### src/rtl/base3_to_base2.sv
// Purpose : serial ternary-to-binary converter, MSD first, Horner accumulation (acc*3 + d).
// Latency : result valid right after the edge that accepts the last digit; one bubble between numbers.
// Backpressure: holds the result while out_ready=0; in_ready is low for the whole DONE phase.
//
// Ports:
//   clk, rst_n          clock, asynchronous active-low reset
//   in_valid/in_ready   digit handshake; in_digit (0..2) and in_last qualify the digit
//   out_valid/out_ready result handshake
//   out_value           binary result modulo 2^WIDTH
//   out_count           accepted digits, saturating at 2^CW-1
//   overflow            sticky: the exact value exceeded 2^WIDTH-1 at some step
//   err                 sticky: illegal digit 3 seen (only with B3B2_DIGIT_CHECK_EN, else 0)
//
// Optional build macro: B3B2_DIGIT_CHECK_EN enables illegal-digit detection.
module base3_to_base2 #(
  parameter int WIDTH = 16,
  parameter int CW    = 5
) (
  input  logic             clk,
  input  logic             rst_n,
  input  logic             in_valid,
  output logic             in_ready,
  input  logic [1:0]       in_digit,
  input  logic             in_last,
  output logic             out_valid,
  input  logic             out_ready,
  output logic [WIDTH-1:0] out_value,
  output logic [CW-1:0]    out_count,
  output logic             overflow,
  output logic             err
);

  typedef enum logic [0:0] {
    ACC  = 1'b0,
    DONE = 1'b1
  } state_t;

  state_t             state_q, state_d;
  logic [WIDTH-1:0]   acc_q, acc_d;
  logic [CW-1:0]      cnt_q, cnt_d;
  logic               ovf_q, ovf_d;
  logic [1:0]         digit_eff;
  logic [WIDTH+1:0]   sum_w;
  logic               accept;

  assign accept = in_valid && (state_q == ACC);

`ifdef B3B2_DIGIT_CHECK_EN
  logic err_q, err_d;
  // A digit of 3 is flagged and contributes nothing to the value.
  assign digit_eff = (in_digit == 2'd3) ? 2'd0 : in_digit;
`else
  // Raw 2-bit value is accumulated unchecked.
  assign digit_eff = in_digit;
`endif

  // acc*3 + d in two extra bits so any carry out of WIDTH is visible.
  assign sum_w = ({2'b00, acc_q} << 1) + {2'b00, acc_q} + {{WIDTH{1'b0}}, digit_eff};

  always_comb begin
    state_d = state_q;
    acc_d   = acc_q;
    cnt_d   = cnt_q;
    ovf_d   = ovf_q;
`ifdef B3B2_DIGIT_CHECK_EN
    err_d   = err_q;
`endif
    case (state_q)
      ACC: begin
        if (accept) begin
          acc_d = sum_w[WIDTH-1:0];
          if (sum_w[WIDTH+1:WIDTH] != 2'b00) ovf_d = 1'b1;
          if (cnt_q != {CW{1'b1}}) cnt_d = cnt_q + CW'(1);
`ifdef B3B2_DIGIT_CHECK_EN
          if (in_digit == 2'd3) err_d = 1'b1;
`endif
          if (in_last) state_d = DONE;
        end
      end
      DONE: begin
        if (out_ready) begin
          state_d = ACC;
          acc_d   = '0;
          cnt_d   = '0;
          ovf_d   = 1'b0;
`ifdef B3B2_DIGIT_CHECK_EN
          err_d   = 1'b0;
`endif
        end
      end
      default: state_d = ACC;
    endcase
  end

  always_ff @(posedge clk or negedge rst_n) begin
    if (!rst_n) begin
      state_q <= ACC;
      acc_q   <= '0;
      cnt_q   <= '0;
      ovf_q   <= 1'b0;
    end else begin
      state_q <= state_d;
      acc_q   <= acc_d;
      cnt_q   <= cnt_d;
      ovf_q   <= ovf_d;
    end
  end

`ifdef B3B2_DIGIT_CHECK_EN
  always_ff @(posedge clk or negedge rst_n) begin
    if (!rst_n) err_q <= 1'b0;
    else        err_q <= err_d;
  end
  assign err = err_q;
`else
  assign err = 1'b0;
`endif

  // Handshake outputs decode straight from the state flop, so nothing
  // combinational from inputs reaches an output.
  assign in_ready  = (state_q == ACC);
  assign out_valid = (state_q == DONE);
  assign out_value = acc_q;
  assign out_count = cnt_q;
  assign overflow  = ovf_q;

endmodule

### config.mk
export PLATFORM = sky130hd
export DESIGN_NAME = base3_to_base2
export DESIGN_NICKNAME = d
export VERILOG_FILES = /design/src/rtl/base3_to_base2.sv
export SDC_FILE = /design/constraint.sdc
export NUM_CORES = 1
export LEC_CHECK = 0
export ABC_AREA = 1
export BUFFER_PORTS_ARGS = -buffer_cell sky130_fd_sc_hd__buf_2
export CORE_UTILIZATION = 40
export CTS_CLUSTER_DIAMETER = 50
export DETAILED_ROUTE_END_ITERATION = 8
export GPL_TIMING_DRIVEN = 1
export HOLD_SLACK_MARGIN = 0.06
export PLACE_DENSITY_LB_ADDON = 0.2
export SLEW_MARGIN = 40
export SYNTH_ARGS = -nofsm -noshare
export SYNTH_HDL_FRONTEND = slang
export SYNTH_SLANG_ARGS = --single-unit
### constraint.sdc
create_clock -name clk -period 6.18 [get_ports clk]
set_clock_uncertainty 0.15 [all_clocks]
set_input_delay 0.618 -clock clk [delete_from_list [all_inputs] [get_ports clk]]
set_output_delay 0.618 -clock clk [all_outputs]
set_load 0.02 [all_outputs]
==> results.json, run 1 <==
{
  "outcome": "completed",
  "totalPowerFinal_mw": 1.20,
  "fin_nets": 355,
  "gp_congestion": 0.877,
  "synth_area_per_cell_um2": 7.20,
  "drt_iter0_markers": 79,
  "cts.path.max_buffers": 2,
  "r2r_start": "out_value[0]",
  "rows": 25,
  "placedCellCount": 375,
  "grt_antenna_before_repair": 0,
  "syn_inst": 281,
  "ir_drop_uv": 227,
  "root_buffer": "clkbuf_8",
  "path_buf_inv": 3,
  "fmax_mhz": 384,
  "drt-total-wl_um": 4510,
  "hpwlAfterDp_um": 3490,
  "ys_ff_latch": 23,
  "ys.flop_type": "dfrtp_1",
  "drt-met1-wl_um": 2290,
  "io_buffers": 30,
  "grt_max_degree": 24,
  "dieArea_um2": 5350,
  "diodes": 0,
  "initial_core_util": 0.423,
  "cts_tree": "done",
  "grt_first_pass_wirelength_um": 7780,
  "highest_layer": "met4",
  "fin_crit_sh": 0.422,
  "startpoint_type": "input pin",
  "via_count": 1816,
  "syn_to_final_growth_pct": 12.7,
  "synth_edf_count": 0,
  "min_path_type": "in -> async",
  "final_util": 0.477,
  "slew_headroom": 0.621,
  "cts-resized-gates": 0,
  "path_clk_slew_ns": 0.09,
  "synth_area_leaders": "dfrtp_1 28%, ha_1 20%, nand2_1 19%, inv_1 6.3%, a21oi_1 4.5%",
  "yosysMostFrequentCell": "nand2_1",
  "wl_met2_um": 2040,
  "synth_common_cells": "101 x nand2_1, 34 x inv_1, 33 x ha_1",
  "htreeDepth": 1,
  "grt_setup_unrepaired": "no",
  "cp_max_fo": 5,
  "layout_setup_ws_ns": 3.57,
  "synth_top_area_share": 0.284,
  "power.density_nw_per_um2": 525,
  "hold_viol_final": 0,
  "critPathArrivalTime_ns": 2.63,
  "tns_ns": 0,
  "grt_overflow": 0,
  "post_cts_buffers": 0,
  "synthesis.nets": 323,
  "ys_async_sr_fraction": 1.00,
  "die_h_um": 73.1,
  "critPathKind": "in -> reg",
  "r2r-end": "out_value[15]",
  "clock_sinks": 23,
  "timing.final.max_slew_violations": 0,
  "cp.required_ns": 6.20,
  "r2r_slack_ns": 3.62,
  "layout_min_cycle_time_ns": 2.61,
  "grtUsageTotal": 0.188,
  "post_dp_cell_area_um2": 2230,
  "yosysSeqAreaShare": 0.284,
  "slowest_delay_ns": 0.53,
  "cpLargestDelayFamily": "adder cells",
  "place_ws_ns": 3.28,
  "die_w_um": 73.1,
  "ys_warn_count": 0,
  "worstPathCellList": "buf_2, fa_1, ha_1, inv_1, fa_1, inv_1, nand3_1, nand2_1, nand2_1, nand2_2, nand3_1, nand2_1, nand2_1, nand3_1, nand2_1",
  "drc": 0,
  "synth.cell_area_um2": 2020,
  "drive_above_1_share": 0.151,
  "hold_ws_ns": 0.182,
  "tightest_slew_ns": 0.569,
  "routed-wl-met3_um": 141,
  "synth.distinct_cells": 26,
  "cts_hold_buffers": 0,
  "routedWlPerCell_um": 11.9,
  "drt-pass1-iter-count": 6,
  "core_area_um2": 4790,
  "clk_latency_ns": 0.27,
  "finalSetupViolations": 0,
  "io_pins": 32,
  "yosys.area.top_type": "dfrtp_1",
  "end_kind": "register",
  "fin_area_um2": 2280,
  "ff2ff_path_depth": 14,
  "maxCapViolCount": 0,
  "cpMaxStageDelayCell": "fa_1",
  "ant_nets": 0,
  "stdcell_count": 379,
  "via_per_inst": 4.79,
  "grt_pass1_vias": 1713,
  "cp_common_cell": "nand2_1",
  "power_leakage_nw": 1.38,
  "cts_buffers": 3
}
-- cell type report --
class / count / area (um^2)
multi-input combinational: 217 / 1280
inverter: 38 / 143
clock buffer: 3 / 41.3
clock inverter: 1 / 5.00
tap: 67 / 83.8
timing repair buffer: 30 / 150
sequential: 23 / 576
fill: 502 / 2500
-- power breakdown --
part | internal (mW) | switching (mW)
registers | 0.211 | 0.0688
clock network | 0.0451 | 0.0544
logic | 0.298 | 0.520
total | 0.555 | 0.643
-- layout by cell type, fill, tap and decap left out, drive strengths merged, types with 3 or more instances in the layout --
cell / Yosys / final
nand2: 106 / 106
inv: 38 / 38
nor2: 14 / 14
dfrtp: 23 / 23
nand3: 15 / 15
ha: 33 / 33
buf: 3 / 30
clkbuf: 0 / 3
nor3: 3 / 3
o21ai: 10 / 10
a21oi: 19 / 19
-- registers in the layout, indices dropped and copies added (netlist names) --
register and cells:
out_count 5, out_valid 1, out_value 16, overflow 1
-- kinds of logic (layout without fill, tap and decap cells) --
family	after synthesis	count (layout)	synth area share
AND/OR/NAND/NOR	142	142	0.289
buffers and inverters	41	72	0.0816
AO/OA/AOI/OAI	38	38	0.114
adder cells (fa/ha/maj)	35	35	0.224
flip-flops	23	23	0.284
other	1	1	0.00185
XOR/XNOR	1	1	0.00433
-- worst max path at each step --
| stage | start | slack, ns | cells past startpoint | end |
|---|---|---|---|---|
| 2_1_floorplan | in_digit[1] | 3.55 | 14 | out_value[15] |
| 3_3_place_gp | in_digit[1] | 3.35 | 15 | out_value[15] |
| 3_5_place_dp | in_digit[1] | 3.28 | 15 | out_value[15] |
| 4_1_cts | in_digit[1] | 3.58 | 15 | out_value[15] |
| 5_1_grt | in_digit[1] | 3.39 | 15 | out_value[15] |
| 6_report | in_digit[1] | 3.57 | 15 | out_value[15] |
-- metal layers --
| metal | GRT usage | up-vias |
|---|---|---|
| met3 | 0.0221 | 2 |
| met5 | 0 | - |
| met4 | 0.0545 | 0 |
| li1 | - | 970 |
| met1 | 0.257 | 804 |
| met2 | 0.312 | 40 |
(Power assumes the default switching activity.)
==> run 2, diff against run 1 <==
- clock period: 6.18 -> 2.55 ns (I/O delays scaled with it)
==> run 2 against run 1 <==
Cell count increased by 1.8%. Power increased to 2.5 times the previous value. Final area increased by 4.3%. Worst setup slack got worse by 3.5 ns. Non-clock buffer count increased by 7. Highest routed layer unchanged. Critical path type is now reg -> reg. Critical endpoint unchanged.
==> results.json, run 2 (same netlist as run 1, synthesis figures left out) <==
{
  "initial_core_util": 0.423,
  "io_pins": 32,
  "die_h_um": 73.1,
  "end_kind": "register",
  "critPathArrivalTime_ns": 2.51,
  "fin_area_um2": 2380,
  "io_buffers": 30,
  "layout_min_cycle_time_ns": 2.48,
  "drive_above_1_share": 0.194,
  "htreeDepth": 1,
  "largest_reg_flops": 16,
  "stdcell_count": 386,
  "grt_pass1_vias": 1815,
  "routedWlPerCell_um": 12.1,
  "critPathKind": "reg -> reg",
  "grt_first_pass_wirelength_um": 8020,
  "die_w_um": 73.1,
  "grt_setup_unrepaired": "yes",
  "drt-total-wl_um": 4670,
  "cts_tree": "done",
  "grt_max_degree": 24,
  "fin_crit_sh": 0.971,
  "drt-pass1-iter-count": 4,
  "cp_max_fo": 4,
  "diodes": 0,
  "clock_sinks": 23,
  "fin_nets": 362,
  "via_per_inst": 4.90,
  "maxCapViolCount": 0,
  "timing.final.max_slew_violations": 0,
  "tightest_slew_ns": 0.566,
  "drt_iter0_markers": 89,
  "met2_usage": 0.341,
  "min_path_type": "in -> reg",
  "ant_nets": 0,
  "clk_latency_ns": 0.28,
  "startpoint_type": "register",
  "power_leakage_nw": 1.41,
  "rows": 25,
  "final_cell_mix": "96 x nand2_1, 32 x inv_1, 32 x ha_1, 30 x buf_2, 23 x dfrtp_1",
  "grtUsageMet3": 0.0207,
  "hold_viol_final": 0,
  "drc": 0,
  "ir_drop_uv": 587,
  "final_common_cell": "nand2_1",
  "syn_to_final_growth_pct": 17.6,
  "root_buffer": "clkbuf_8",
  "grt_use_met1": 0.255,
  "dieArea_um2": 5350,
  "cp.required_ns": 2.58,
  "path_clk_slew_ns": 0.10,
  "power.density_nw_per_um2": 1260,
  "hpwlAfterDp_um": 3510,
  "via_count": 1890,
  "post_dp_cell_area_um2": 2250,
  "top_usage_layer": "met2",
  "cts_buffers": 3,
  "fmax_mhz": 404,
  "grt_antenna_before_repair": 0,
  "gp_congestion": 0.881,
  "slew_headroom": 0.623,
  "cts.path.max_buffers": 2,
  "grt_overflow": 0,
  "grtUsageTotal": 0.195,
  "r2r_slack_ns": 0.07,
  "core_area_um2": 4790,
  "finalSetupViolations": 0,
  "placedCellCount": 377,
  "outcome": "completed"
}
==> run 2: metrics by stage <==
stage	power (mW)	util	setup TNS [ns]	worst slack [ns]	hold slack, ns
6_report	3.00	0.497	0	0.0737	0.171
4_1_cts	2.97	0.486	0	0.0168	0.170
2_1_floorplan	2.16	-	0	0.0574	-0.191
3_3_place_gp	2.68	0.470	0	0.0814	0.138
3_5_place_dp	2.69	0.470	0	0.00499	0.135
5_1_grt	3.35	0.497	-0.292	-0.0778	0.175
==> run 2: power by group <==
group	total [mW]	leakage [nW]	switching, mW	internal [mW]
Sequential	0.665	0.293	0.153	0.512
Clock	0.253	0.0255	0.143	0.110
Combinational	2.08	1.09	1.31	0.771
==> run 2: layer usage <==
metal,share of wire,vias up
met5,0,-
met4,0.011,0
met3,0.029,5
met2,0.47,34
met1,0.49,868
li1,-,983
==> run 2: cell type report <==
| cell class | count | area [um^2] |
|---|---|---|
| fillers | 470 | 2410 |
| inverters | 38 | 143 |
| clock inverters | 1 | 5.00 |
| flip-flops and latches | 23 | 576 |
| multi-input cells | 217 | 1320 |
| repair buffers | 37 | 210 |
| well taps | 67 | 83.8 |
| clock buffers | 3 | 41.3 |
==> run 2: timing repair <==
action,in CTS,in global routing
gates resized for setup,0,14
setup endpoints to repair,0,6
hold endpoints to repair,24,0
hold buffers,3,0
setup buffers,0,2
==> run 2: path summary, 6_finish.rpt <==
kind / startpoint / end / depth (start not counted)
min in group asynchronous: rst_n / out_valid / 2
max in group asynchronous: rst_n / out_value[7] / 2
worst max-delay path: out_value[0] / out_value[15] / 14
worst min register to register: overflow / overflow / 2
worst max register to register: out_value[0] / out_value[15] / 14
worst min-delay path: in_digit[0] / out_value[0] / 3
==> run 2: worst max-delay path: stages, from the launching register on <==
cell	delay [ns]
dfrtp_1	0.41
fa_1	0.54
ha_2	0.19
inv_2	0.04
fa_2	0.37
inv_2	0.06
nand3_2	0.05
nand2_2	0.10
nand2_2	0.08
nand2_4	0.09
nand3_2	0.07
nand2_1	0.07
nand2_1	0.04
nand3_1	0.06
nand2_1	0.06
==> run 3, diff against run 2 <==
--- a/config.mk
+++ b/config.mk
@@ -9,2 +9,4 @@
 export BUFFER_PORTS_ARGS = -buffer_cell sky130_fd_sc_hd__buf_2
+export CELL_PAD_IN_SITES_DETAIL_PLACEMENT = 0
+export CELL_PAD_IN_SITES_GLOBAL_PLACEMENT = 1
 export CORE_UTILIZATION = 40
@@ -13,3 +15,3 @@
 export GPL_TIMING_DRIVEN = 1
-export HOLD_SLACK_MARGIN = 0.06
+export HOLD_SLACK_MARGIN = 0.1
 export PLACE_DENSITY_LB_ADDON = 0.2
--- a/constraint.sdc
+++ b/constraint.sdc
@@ -4,2 +4,2 @@
 set_output_delay 0.255 -clock clk [all_outputs]
-set_load 0.02 [all_outputs]
+set_load 0.005 [all_outputs]
==> run 3 against run 2 <==
Sequential power is 0.8% higher. Power down 4.7%. Combinational power is 6% lower. First-iteration DRC count fell by 33%. Critical path depth is the same. Register-to-register slack about the same. Final area increased by 0.47%. Hold slack better by 0.016 ns.
==> results.json, run 3 (same netlist as run 1, synthesis figures left out) <==
{
  "r2r-end": "out_value[13]",
  "die_w_um": 73.1,
  "outcome": "completed",
  "grtUsageTotal": 0.197,
  "die_h_um": 73.1,
  "dieArea_um2": 5350,
  "clock_sinks": 23,
  "final_cell_mix": "98 x nand2_1, 32 x inv_1, 32 x ha_1, 30 x buf_2, 23 x dfrtp_1",
  "layout_min_cycle_time_ns": 2.48,
  "syn_to_final_growth_pct": 18.1,
  "path_clk_slew_ns": 0.10,
  "grt_setup_unrepaired": "yes",
  "min_path_type": "in -> reg",
  "hold_viol_final": 0,
  "power.density_nw_per_um2": 1200,
  "io_pins": 32,
  "power_leakage_nw": 1.42,
  "hold_ws_ns": 0.187,
  "highest_layer": "met4",
  "cts_tree": "done",
  "tightest_slew_ns": 0.569,
  "drt-total-wl_um": 4810,
  "maxCapViolCount": 0,
  "io_buffers": 30,
  "slew_headroom": 0.621,
  "diodes": 0,
  "timing.final.max_slew_violations": 0,
  "n_fill_cell": 502,
  "fin_area_um2": 2390,
  "routed-wl-met3_um": 156,
  "drc": 0,
  "post_dp_cell_area_um2": 2250,
  "via_per_inst": 4.86,
  "cp.required_ns": 2.57,
  "clk_latency_ns": 0.27,
  "core_area_um2": 4790,
  "via_count": 1881,
  "stdcell_count": 387,
  "htreeDepth": 1,
  "cp_max_fo": 4,
  "end_kind": "register",
  "finalSetupViolations": 0,
  "grt_antenna_before_repair": 0,
  "routedWlPerCell_um": 12.4,
  "drt-pass1-iter-count": 4,
  "wl_met2_um": 2220,
  "grt_pass1_vias": 1723,
  "drt_iter0_markers": 60,
  "grt_first_pass_wirelength_um": 8090,
  "critPathKind": "reg -> reg",
  "placedCellCount": 377,
  "fin_nets": 363,
  "startpoint_type": "register",
  "grt_overflow": 0,
  "critPathArrivalTime_ns": 2.50,
  "ir_drop_uv": 539,
  "hold_path_end": "out_value[0]",
  "holdPathStages": 3,
  "ff2ff_path_depth": 14,
  "grt_max_degree": 24,
  "cts_buffers": 3,
  "rows": 25,
  "r2r_slack_ns": 0.07,
  "r2r_start": "out_value[0]",
  "min-delay-start": "in_digit[0]",
  "largest_reg_flops": 16,
  "root_buffer": "clkbuf_8",
  "drive_above_1_share": 0.188,
  "ant_nets": 0,
  "drt-met1-wl_um": 2420,
  "fmax_mhz": 403,
  "initial_core_util": 0.423,
  "hpwlAfterDp_um": 3680,
  "cts.path.max_buffers": 2,
  "fin_crit_sh": 0.972,
  "gp_congestion": 0.784,
  "final_common_cell": "nand2_1"
}
-- run 3: how the worst max path moves through the flow --
stage / from / end / slack, ns / cells past startpoint
floorplan: out_value[0] / out_value[15] / 0.14 / 14
global placement: in_digit[1] / out_value[15] / 0.07 / 15
detailed placement: in_digit[1] / out_value[15] / 0.003 / 15
CTS: out_value[0] / out_value[15] / 0.02 / 14
global route: out_value[0] / out_value[15] / -0.03 / 14
finish: out_value[0] / out_value[13] / 0.07 / 14
-- run 3: critical path, stage by stage (launching register included) --
cell	delay, ns
dfrtp_1	0.41
fa_1	0.55
ha_2	0.18
inv_2	0.04
fa_2	0.36
inv_2	0.06
nand3_2	0.07
nand2_4	0.10
nand2_2	0.07
nand2_4	0.08
nand2_1	0.05
nand2_1	0.08
nand2_1	0.05
nand2_1	0.07
o21ai_2	0.06
-- run 3: per-layer routing --
metal	track usage	vias to the layer above
li1	-	985
met1	0.272	859
met2	0.332	35
met4	0.0327	0
met5	0	-
met3	0.0235	2
-- run 3: cell type report --
type | instances | area [um^2] | share of cell area
timing repair buffer | 38 | 218 | 0.0911
multi-input combinational | 217 | 1330 | 0.554
sequential | 23 | 576 | 0.241
clock buffer | 4 | 45.0 | 0.0188
tap | 67 | 83.8 | 0.0351
inverter | 38 | 143 | 0.0597
-- run 3: metrics by stage --
| stage | power [mW] | setup slack, ns | setup TNS [ns] | util |
|---|---|---|---|---|
| floorplan | 1.99 | 0.138 | 0 | - |
| global placement | 2.53 | 0.0687 | 0 | 0.470 |
| detailed placement | 2.54 | 0.00341 | 0 | 0.470 |
| CTS | 2.80 | 0.0159 | 0 | 0.486 |
| global route | 3.20 | -0.0330 | -0.0629 | 0.499 |
| finish | 2.86 | 0.0705 | 0 | 0.499 |
-- run 3: timing repair --
item | in CTS | in global routing
endpoints found under the setup margin | 1 | 6
setup buffers | 0 | 3
resized for setup | 1 | 13
pin swaps | 0 | 9
hold buffers | 3 | 0
hold endpoints to repair | 24 | 0
-- run 3: where the power goes --
part	switching, mW	internal [mW]
logic	1.17	0.780
clock network	0.132	0.112
registers	0.158	0.512
total	1.46	1.40
